`src/rtl/float_pack.sv`:
```
// Float format, sequencer state encoding and truncating single-cycle
// arithmetic shared by the LM32 floating-point coprocessor.
package float_pack;

  localparam int Nm = 23;
  localparam int Ne = 8;
  localparam int FW = 1 + Ne + Nm;
  localparam int FLOAT_BIAS = (1 << (Ne - 1)) - 1;

  // Exponents are handled biased in Ne+2 two's-complement bits.
  localparam logic [Ne+1:0] FLOAT_BIAS_X = FLOAT_BIAS[Ne+1:0];
  localparam logic [Ne+1:0] EXP_ONE      = {{(Ne+1){1'b0}}, 1'b1};

  typedef enum logic [1:0] {
    FPU_ADD = 2'b00,
    FPU_SUB = 2'b01,
    FPU_MUL = 2'b10,
    FPU_DIV = 2'b11
  } fpu_op_e;

  typedef enum logic [1:0] {
    ST_IDLE = 2'b00,
    ST_DIV  = 2'b01,
    ST_NORM = 2'b10,
    ST_DONE = 2'b11
  } seq_state_e;

  typedef struct packed {
    logic          sign;
    logic [Ne-1:0] exp;
    logic [Nm-1:0] mant;
  } float;

  function automatic logic float_is_zero(input float f);
    return (f.exp == {Ne{1'b0}}) && (f.mant == {Nm{1'b0}});
  endfunction

  function automatic float float_sat(input logic sign);
    float f_s;
    f_s.sign = sign;
    f_s.exp  = {Ne{1'b1}};
    f_s.mant = {Nm{1'b0}};
    return f_s;
  endfunction

  function automatic float float_zero(input logic sign);
    float f_s;
    f_s.sign = sign;
    f_s.exp  = {Ne{1'b0}};
    f_s.mant = {Nm{1'b0}};
    return f_s;
  endfunction

  function automatic logic [Ne+1:0] exp_ext(input logic [Ne-1:0] e);
    return {2'b00, e};
  endfunction

  // Flush non-positive exponents to signed zero, saturate all-ones and above.
  function automatic float float_make(input logic sign, input logic [Ne+1:0] exp,
                                      input logic [Nm-1:0] mant);
    float f_s;
    if (exp[Ne+1] || (exp == {(Ne+2){1'b0}})) begin
      f_s = float_zero(sign);
    end else if (exp[Ne] || (&exp[Ne-1:0])) begin
      f_s = float_sat(sign);
    end else begin
      f_s.sign = sign;
      f_s.exp  = exp[Ne-1:0];
      f_s.mant = mant;
    end
    return f_s;
  endfunction

  function automatic float float_add(input float a, input float b);
    float          big_s, small_s, res_s;
    logic [Ne-1:0] d_s;
    logic [Nm+1:0] mb_s, ms_s, sum_s;
    logic [Ne+1:0] e_s, lz_s;
    res_s = float_zero(1'b0);
    if (float_is_zero(a)) begin
      res_s = b;
    end else if (float_is_zero(b)) begin
      res_s = a;
    end else begin
      if ({a.exp, a.mant} >= {b.exp, b.mant}) begin
        big_s = a;
        small_s = b;
      end else begin
        big_s = b;
        small_s = a;
      end
      d_s  = big_s.exp - small_s.exp;
      mb_s = {2'b01, big_s.mant};
      ms_s = (d_s > Ne'(Nm + 1)) ? {(Nm+2){1'b0}} : ({2'b01, small_s.mant} >> d_s);
      e_s  = exp_ext(big_s.exp);
      if (big_s.sign == small_s.sign) begin
        sum_s = mb_s + ms_s;
        if (sum_s[Nm+1]) begin
          res_s = float_make(big_s.sign, e_s + EXP_ONE, sum_s[Nm:1]);
        end else begin
          res_s = float_make(big_s.sign, e_s, sum_s[Nm-1:0]);
        end
      end else begin
        sum_s = mb_s - ms_s;
        lz_s  = {(Ne+2){1'b0}};
        for (int i = 0; i <= Nm; i++) begin
          if (sum_s[i]) lz_s = (Ne+2)'(Nm - i);
        end
        if (sum_s == {(Nm+2){1'b0}}) begin
          res_s = float_zero(1'b0);
        end else begin
          sum_s = sum_s << lz_s;
          res_s = float_make(big_s.sign, e_s - lz_s, sum_s[Nm-1:0]);
        end
      end
    end
    return res_s;
  endfunction

  function automatic float float_sub(input float a, input float b);
    float nb_s;
    nb_s = b;
    nb_s.sign = ~b.sign;
    return float_add(a, nb_s);
  endfunction

  function automatic float float_mul(input float a, input float b);
    logic [2*Nm+1:0] prod_s;
    logic [Nm+1:0]   hi_s;
    logic [Ne+1:0]   e_s;
    logic            sign_s;
    float            res_s;
    sign_s = a.sign ^ b.sign;
    prod_s = (2*Nm+2)'({1'b1, a.mant}) * (2*Nm+2)'({1'b1, b.mant});
    hi_s   = (Nm+2)'(prod_s >> Nm);
    e_s    = exp_ext(a.exp) + exp_ext(b.exp) - FLOAT_BIAS_X;
    if (float_is_zero(a) || float_is_zero(b)) begin
      res_s = float_zero(sign_s);
    end else if (hi_s[Nm+1]) begin
      res_s = float_make(sign_s, e_s + EXP_ONE, hi_s[Nm:1]);
    end else begin
      res_s = float_make(sign_s, e_s, hi_s[Nm-1:0]);
    end
    return res_s;
  endfunction

endpackage

```
`src/rtl/float_div_iter.sv`:
```
// Restoring mantissa divider producing Nm+2 quotient bits MSB first; the
// load edge already resolves the first bit, so `done` marks the last step.
module float_div_iter #(
  parameter int Nm = float_pack::Nm
) (
  input  logic          clk_i,
  input  logic          rst_i,
  input  logic          load,
  input  logic [Nm-1:0] dividend,
  input  logic [Nm-1:0] divisor,
  output logic [Nm+1:0] q,
  output logic          done
);

  localparam int CW = $clog2(Nm + 2);
  localparam logic [CW-1:0] CNT_LAST = CW'(Nm + 1);
  localparam logic [CW-1:0] CNT_ONE  = {{(CW-1){1'b0}}, 1'b1};

  logic [Nm+1:0] rem_r, div_r, q_r;
  logic [CW-1:0] cnt_r;
  logic          active_r;
  logic [Nm+1:0] rem_in_s, div_in_s, rem_next_s;
  logic          bit_s;

  // Select this step's operands and form the compare/subtract/shift result.
  always_comb begin
    if (load) begin
      rem_in_s = {2'b01, dividend};
      div_in_s = {2'b01, divisor};
    end else begin
      rem_in_s = rem_r;
      div_in_s = div_r;
    end
    bit_s = (rem_in_s >= div_in_s);
    if (bit_s) begin
      rem_next_s = (rem_in_s - div_in_s) << 1;
    end else begin
      rem_next_s = rem_in_s << 1;
    end
  end

  // Remainder, divisor, quotient shift register and iteration counter.
  always_ff @(posedge clk_i) begin
    if (rst_i) begin
      rem_r    <= {(Nm+2){1'b0}};
      div_r    <= {(Nm+2){1'b0}};
      q_r      <= {(Nm+2){1'b0}};
      cnt_r    <= {CW{1'b0}};
      active_r <= 1'b0;
    end else if (load) begin
      rem_r    <= rem_next_s;
      div_r    <= div_in_s;
      q_r      <= {{(Nm+1){1'b0}}, bit_s};
      cnt_r    <= CNT_ONE;
      active_r <= 1'b1;
    end else if (active_r) begin
      rem_r <= rem_next_s;
      q_r   <= {q_r[Nm:0], bit_s};
      if (cnt_r == CNT_LAST) begin
        cnt_r    <= {CW{1'b0}};
        active_r <= 1'b0;
      end else begin
        cnt_r <= cnt_r + CNT_ONE;
      end
    end else begin
      rem_r <= rem_r;
      q_r   <= q_r;
    end
  end

  assign q    = q_r;
  assign done = active_r && (cnt_r == CNT_LAST);

endmodule

```
`src/rtl/copro_fpu_seq.sv`:
```
// LM32 user-instruction front-end: one-cycle add/sub/mul, iterative divide
// with special-case bypass, and a registered result with completion strobe.
module copro_fpu_seq #(
  parameter int Nm = float_pack::Nm,
  parameter int Ne = float_pack::Ne,
  parameter int FW = 1 + Ne + Nm
) (
  input  logic        clk_i,
  input  logic        rst_i,
  input  logic        user_valid,
  input  logic [10:0] user_opcode,
  input  logic [31:0] user_operand_0,
  input  logic [31:0] user_operand_1,
  output logic [31:0] user_result,
  output logic        user_complete,
  output logic        busy
);

  import float_pack::*;

  float          op_a_s, op_b_s, arith_s, special_s, norm_s;
  fpu_op_e       op_s;
  logic          div_sign_s, special_hit_s, div_load_s, div_done_s;
  logic [Nm+1:0] div_q_s;
  logic [Ne+1:0] exp_s;
  logic [Nm-1:0] mant_s;

  seq_state_e    state_r;
  logic          sign_r;
  logic [Ne-1:0] e1_r, e2_r;
  logic [FW-1:0] result_r;
  logic          complete_r, busy_r;

  assign op_a_s     = FW'(user_operand_0);
  assign op_b_s     = FW'(user_operand_1);
  assign op_s       = fpu_op_e'(2'(user_opcode));
  assign div_sign_s = op_a_s.sign ^ op_b_s.sign;

  // Single-cycle arithmetic and divide special-case decode (divisor zero wins).
  always_comb begin
    case (op_s)
      FPU_ADD: arith_s = float_add(op_a_s, op_b_s);
      FPU_SUB: arith_s = float_sub(op_a_s, op_b_s);
      FPU_MUL: arith_s = float_mul(op_a_s, op_b_s);
      default: arith_s = float_zero(1'b0);
    endcase
    special_hit_s = 1'b0;
    special_s     = float_zero(div_sign_s);
    if (float_is_zero(op_b_s)) begin
      special_hit_s = 1'b1;
      special_s     = float_sat(div_sign_s);
    end else if (float_is_zero(op_a_s)) begin
      special_hit_s = 1'b1;
      special_s     = float_zero(div_sign_s);
    end else begin
      special_hit_s = 1'b0;
    end
  end

  assign div_load_s = (state_r == ST_IDLE) && user_valid && (op_s == FPU_DIV) && !special_hit_s;

  float_div_iter #(.Nm(Nm)) u_div (
    .clk_i    (clk_i),
    .rst_i    (rst_i),
    .load     (div_load_s),
    .dividend (op_a_s.mant),
    .divisor  (op_b_s.mant),
    .q        (div_q_s),
    .done     (div_done_s)
  );

  // Quotient normalisation: a leading zero in Q costs one exponent step.
  always_comb begin
    exp_s = {2'b00, e1_r} - {2'b00, e2_r} + FLOAT_BIAS_X;
    if (div_q_s[Nm+1]) begin
      mant_s = div_q_s[Nm:1];
    end else begin
      mant_s = div_q_s[Nm-1:0];
      exp_s  = exp_s - EXP_ONE;
    end
    norm_s = float_make(sign_r, exp_s, mant_s);
  end

  // Sequencer FSM with registered result, completion strobe and busy flag.
  always_ff @(posedge clk_i) begin
    if (rst_i) begin
      state_r    <= ST_IDLE;
      sign_r     <= 1'b0;
      e1_r       <= {Ne{1'b0}};
      e2_r       <= {Ne{1'b0}};
      result_r   <= {FW{1'b0}};
      complete_r <= 1'b0;
      busy_r     <= 1'b0;
    end else begin
      complete_r <= 1'b0;
      case (state_r)
        ST_IDLE: begin
          if (user_valid) begin
            busy_r <= 1'b1;
            if (op_s != FPU_DIV) begin
              result_r <= arith_s;
              state_r  <= ST_DONE;
            end else if (special_hit_s) begin
              result_r <= special_s;
              state_r  <= ST_DONE;
            end else begin
              sign_r  <= div_sign_s;
              e1_r    <= op_a_s.exp;
              e2_r    <= op_b_s.exp;
              state_r <= ST_DIV;
            end
          end else begin
            busy_r <= 1'b0;
          end
        end
        ST_DIV: begin
          if (div_done_s) begin
            state_r <= ST_NORM;
          end else begin
            state_r <= ST_DIV;
          end
        end
        ST_NORM: begin
          result_r <= norm_s;
          state_r  <= ST_DONE;
        end
        ST_DONE: begin
          complete_r <= 1'b1;
          busy_r     <= 1'b0;
          state_r    <= ST_IDLE;
        end
        default: begin
          busy_r  <= 1'b0;
          state_r <= ST_IDLE;
        end
      endcase
    end
  end

  assign user_result   = 32'(result_r);
  assign user_complete = complete_r;
  assign busy          = busy_r;

endmodule

```
`config.mk`:
```
export PLATFORM = sky130hd
export DESIGN_NAME = copro_fpu_seq
export DESIGN_NICKNAME = d
export VERILOG_FILES = /design/src/rtl/float_pack.sv /design/src/rtl/float_div_iter.sv /design/src/rtl/copro_fpu_seq.sv
export SDC_FILE = /design/constraint.sdc
export NUM_CORES = 2
export LEC_CHECK = 0
export ABC_CLOCK_PERIOD_IN_PS = 18060
export CORE_MARGIN = 2
export CORE_UTILIZATION = 50
export CTS_CLUSTER_DIAMETER = 50
export DETAILED_ROUTE_END_ITERATION = 6
export PLACE_DENSITY_LB_ADDON = 0.3
export SETUP_SLACK_MARGIN = 0.5
export SLEW_MARGIN = 20
export SYNTH_ARGS = -nofsm -noshare
export SYNTH_HDL_FRONTEND = slang
export SYNTH_SLANG_ARGS = --single-unit
export TNS_END_PERCENT = 10
```
`constraint.sdc`:
```
create_clock -name clk_i -period 18.06 [get_ports clk_i]
set_input_delay 3.612 -clock clk_i [delete_from_list [all_inputs] [get_ports clk_i]]
set_output_delay 3.612 -clock clk_i [all_outputs]
set_load 0.01 [all_outputs]
```
==> impl_results.md <==
* Floorplan Core Area at roughly 72,000 um2
* Slowest stage cell, crit path: sky130_fd_sc_hd__a211oi_1
* Post-Synthesis Net Count at between 5,000 and 6,000
* Number of unique standard cell types used by synthesis at roughly 110
* Gp weighted congestion at 0.9982
* Synth Cell Area at ~36,000 um2
* Final non-filler cell area at slightly below 40,000 um2
* End of the worst hold path: u_div.div_r[23]
* CP Launch Type: primary input
* Synth Flop Type: sky130_fd_sc_hd__dfxtp_1
* Die height at between 200 and 300 um
* FP Rows at 98
* Post-route DRC violation count at 1
* Deepest clock path buffer count at 2
* Setup-failing EPs final at 0
* Number of instances in the synthesized netlist at 4,607
* Share of synthesized flip-flops with an asynchronous set or reset at 0
* Worst Hold Path Cells at 2
* Actual transition at the worst max-transition pin at just over 1 ns
* Global Route Usage Sum at 0.3462
* Post-route ant nets at 0
* RSZ-0062 raised after global routing: false
* IO buf count at 102
* Max-Cap Viols at 0
* Most common library cell in the layout ignoring fill and taps: sky130_fd_sc_hd__inv_1
* Vias at 33,590
* Number of max-slew violations in the final report at 0
* Maximum cell stage delay along the critical path at 0.67 ns
* Slew Limit Headroom at 0.3097
* Number of cell instances on the worst register-to-register path at 24
* Buffer cell driving the clock tree root: sky130_fd_sc_hd__clkbuf_16
* Sequential share of the synthesized area at 0.07340
* TritonRoute pass-1 iters at 7
* Number of buffers added by the clock tree synthesis step at 17
* Number of setup buffers added after CTS at 0
* Max Freq at 59.46 MHz
* Die Outline Area at around 75,000 um2
* Initial core utilization at 0.5066
* Syn Area/Cell at 7.874 um2
* First-pass GRT wire length at between 150,000 and 200,000 um
* Final HPWL DP at 95,610 um
* H-Tree Depth at 4
* Area growth syn-to-layout at 6.943%
* Violated checks: design-rule violations
* Result of the run: complete, but fails checks
* Post-synth EDFFs at 0
* Violation count after the first detailed-route iteration at about 3,200
* R2r setup slk at ~11 ns
* Placed Area at between 30,000 and 40,000 um2
* DIE WIDTH at 273.4 um
* Worst Setup End Kind: register
* Remaining global-route overflow at 0
* Crit Reg-Reg Startpoint: state_r[0]
* Largest fanout on the critical path at 53
* Flops & latches, synth at 133
* Post-route fraction of the period consumed by the critical path at 0.9313
* Detail-routed net length per standard cell at between 20 and 25 um
* Number of antenna violations at the first check in global routing at 2
* Insertion delay to the later sink of the worst-skew pair at 0.44 ns
* Finished Layout Cells at around 5,500
* CP Data Required Time at between 15 and 20 ns
* Pin count of the biggest net entering global routing at between 50 and 60
* Final layout net count at approximately 5,400
* Sum of negative setup slack at 0 ns
* Commonest cells after routing, fill and taps aside: sky130_fd_sc_hd__inv_1 (699), sky130_fd_sc_hd__nand2_1 (592), sky130_fd_sc_hd__fa_1 (487)
* Crit path DAT at between 15 and 20 ns
* Via/cell ratio at between 6 and 7
* Hold path startpoint: u_div.div_r[23]
* Minimum clock period at 16.82 ns
* Top Ports at ~110
* Worst hold-check path type: register to register
* Clock transition at the registers of the reported paths at 0.07 ns
* Clk sink count at around 130
* Share of layout cells above drive strength 1 at 0.04651
* Total wire length after detailed routing at about 130,000 um
* Endpoints failing hold at 0
* Reg-to-Reg End: u_div.rem_r[17]
* Placed insts at approximately 5,500
* Via count of the first global-routing pass at 32,860
* Worst clock skew at 0.006979 ns
* TritonCTS clock tree: done
* Type of the setup path with the least slack: primary input to register
* Syn. warnings at 0
[worst max-delay path by stage]
stage                       start              end  slack (ns)
2_1_floorplan   user_operand_0[0]   user_result[7]        1.97
3_3_place_gp   user_operand_1[12]  user_result[10]        1.35
3_5_place_dp   user_operand_1[12]  user_result[10]        1.21
4_1_cts        user_operand_1[12]  user_result[10]        1.63
5_1_grt        user_operand_1[12]  user_result[10]        0.66
6_report       user_operand_1[12]   user_result[9]        1.24
[kinds of logic after synthesis]
group / count (synthesis) / share of synthesized area
XOR/XNOR: 133 / 0.03287
adder cells (fa/ha/maj): 825 / 0.3853
multiplexers: 198 / 0.05574
AND/OR/NAND/NOR: 1474 / 0.1924
flip-flops: 133 / 0.07340
buffers and inverters: 989 / 0.1043
AO/OA/AOI/OAI: 855 / 0.1560
[state kept, by name, summed over array words and instances (netlist names)]
signal          cells
u_div.q            25
e2_r                8
state_r             2
user_result        32
u_div.cnt_r         5
user_complete       1
u_div.rem_r        24
e1_r                8
busy                1
u_div.active_r      1
u_div.div_r        25
sign_r              1
[layout make-up]
class,instances,area [um2]
inverter,703,2639
sequential,133,2664
multi-input combinational,3485,29870
clock buffer,19,442.9
antenna,1,2.502
fill,6850,32820
clock inverter,13,195.2
timing repair buffer,205,1792
tap,950,1189
[routing by layer]
metal / part of all wire / up-vias / wire, um / track usage
met3: 0.098 / 406 / 12630 / 0.06886
met2: 0.44 / 1742 / 56230 / 0.5366
li1: - / 15030 / - / -
met4: 0.061 / 4 / 7841 / 0.1697
met5: 0.00023 / - / 30 / 0
met1: 0.41 / 16410 / 52350 / 0.4618
[synth_stat cells, drive strengths merged, types with 8 or more instances]
library cell / n / area share
or4: 12 / 0.0025
a211oi: 65 / 0.014
a2111oi: 8 / 0.0021
o21bai: 28 / 0.0058
and3: 23 / 0.0040
o211ai: 21 / 0.0046
inv: 701 / 0.073
ha: 338 / 0.12
mux2: 13 / 0.0043
nor2b: 41 / 0.0071
o2111ai: 8 / 0.0019
a211o: 9 / 0.0022
nand2b: 34 / 0.0059
o22a: 9 / 0.0022
and4: 10 / 0.0026
a22oi: 14 / 0.0029
nor4: 35 / 0.0073
nor3: 68 / 0.0095
or3: 28 / 0.0048
mux2i: 184 / 0.051
o21ai: 194 / 0.027
o21a: 20 / 0.0042
clkbuf: 249 / 0.026
a221oi: 10 / 0.0029
fa: 487 / 0.27
dfxtp: 133 / 0.073
a21o: 37 / 0.0077
or2: 15 / 0.0027
xnor2: 82 / 0.020
nor2: 308 / 0.032
a21oi: 209 / 0.029
a311oi: 10 / 0.0029
o22ai: 62 / 0.011
nand4: 32 / 0.0059
o221ai: 29 / 0.0072
nand2: 592 / 0.061
a21boi: 9 / 0.0019
buf: 37 / 0.0058
a31oi: 22 / 0.0042
xor2: 49 / 0.012
nand3: 57 / 0.0079
and2: 197 / 0.034
o31ai: 23 / 0.0049
a22o: 8 / 0.0019
[critical path: cells and delay by family]
| family | cells | cell delay, ns |
|---|---|---|
| xor+xnor | 2 | 0.65 |
| simple gates | 15 | 3.62 |
| fa+ha+maj | 3 | 1.36 |
| buf+inv | 6 | 2.23 |
| mux | 3 | 0.78 |
| compound gates | 15 | 4.77 |
[per-stage QoR]
stage / utilization / hold WS [ns] / setup slack [ns]
after floorplan: - / 0.4296 / 1.971
after detailed placement: 0.5328 / 0.4458 / 1.206
after global routing: 0.5417 / 0.4762 / 0.6634
final: 0.5417 / 0.4572 / 1.242
after CTS: 0.5417 / 0.4608 / 1.626
after global placement: 0.5328 / 0.4432 / 1.345
[repair_timing]
action,in CTS,in global routing
resized for setup,0,1
hold buffers,0,0
setup endpoints to repair,0,2
Power is left out: the tool's default activity adds up to more than one toggle a clock period on the data nets, which glitch-free logic cannot reach.
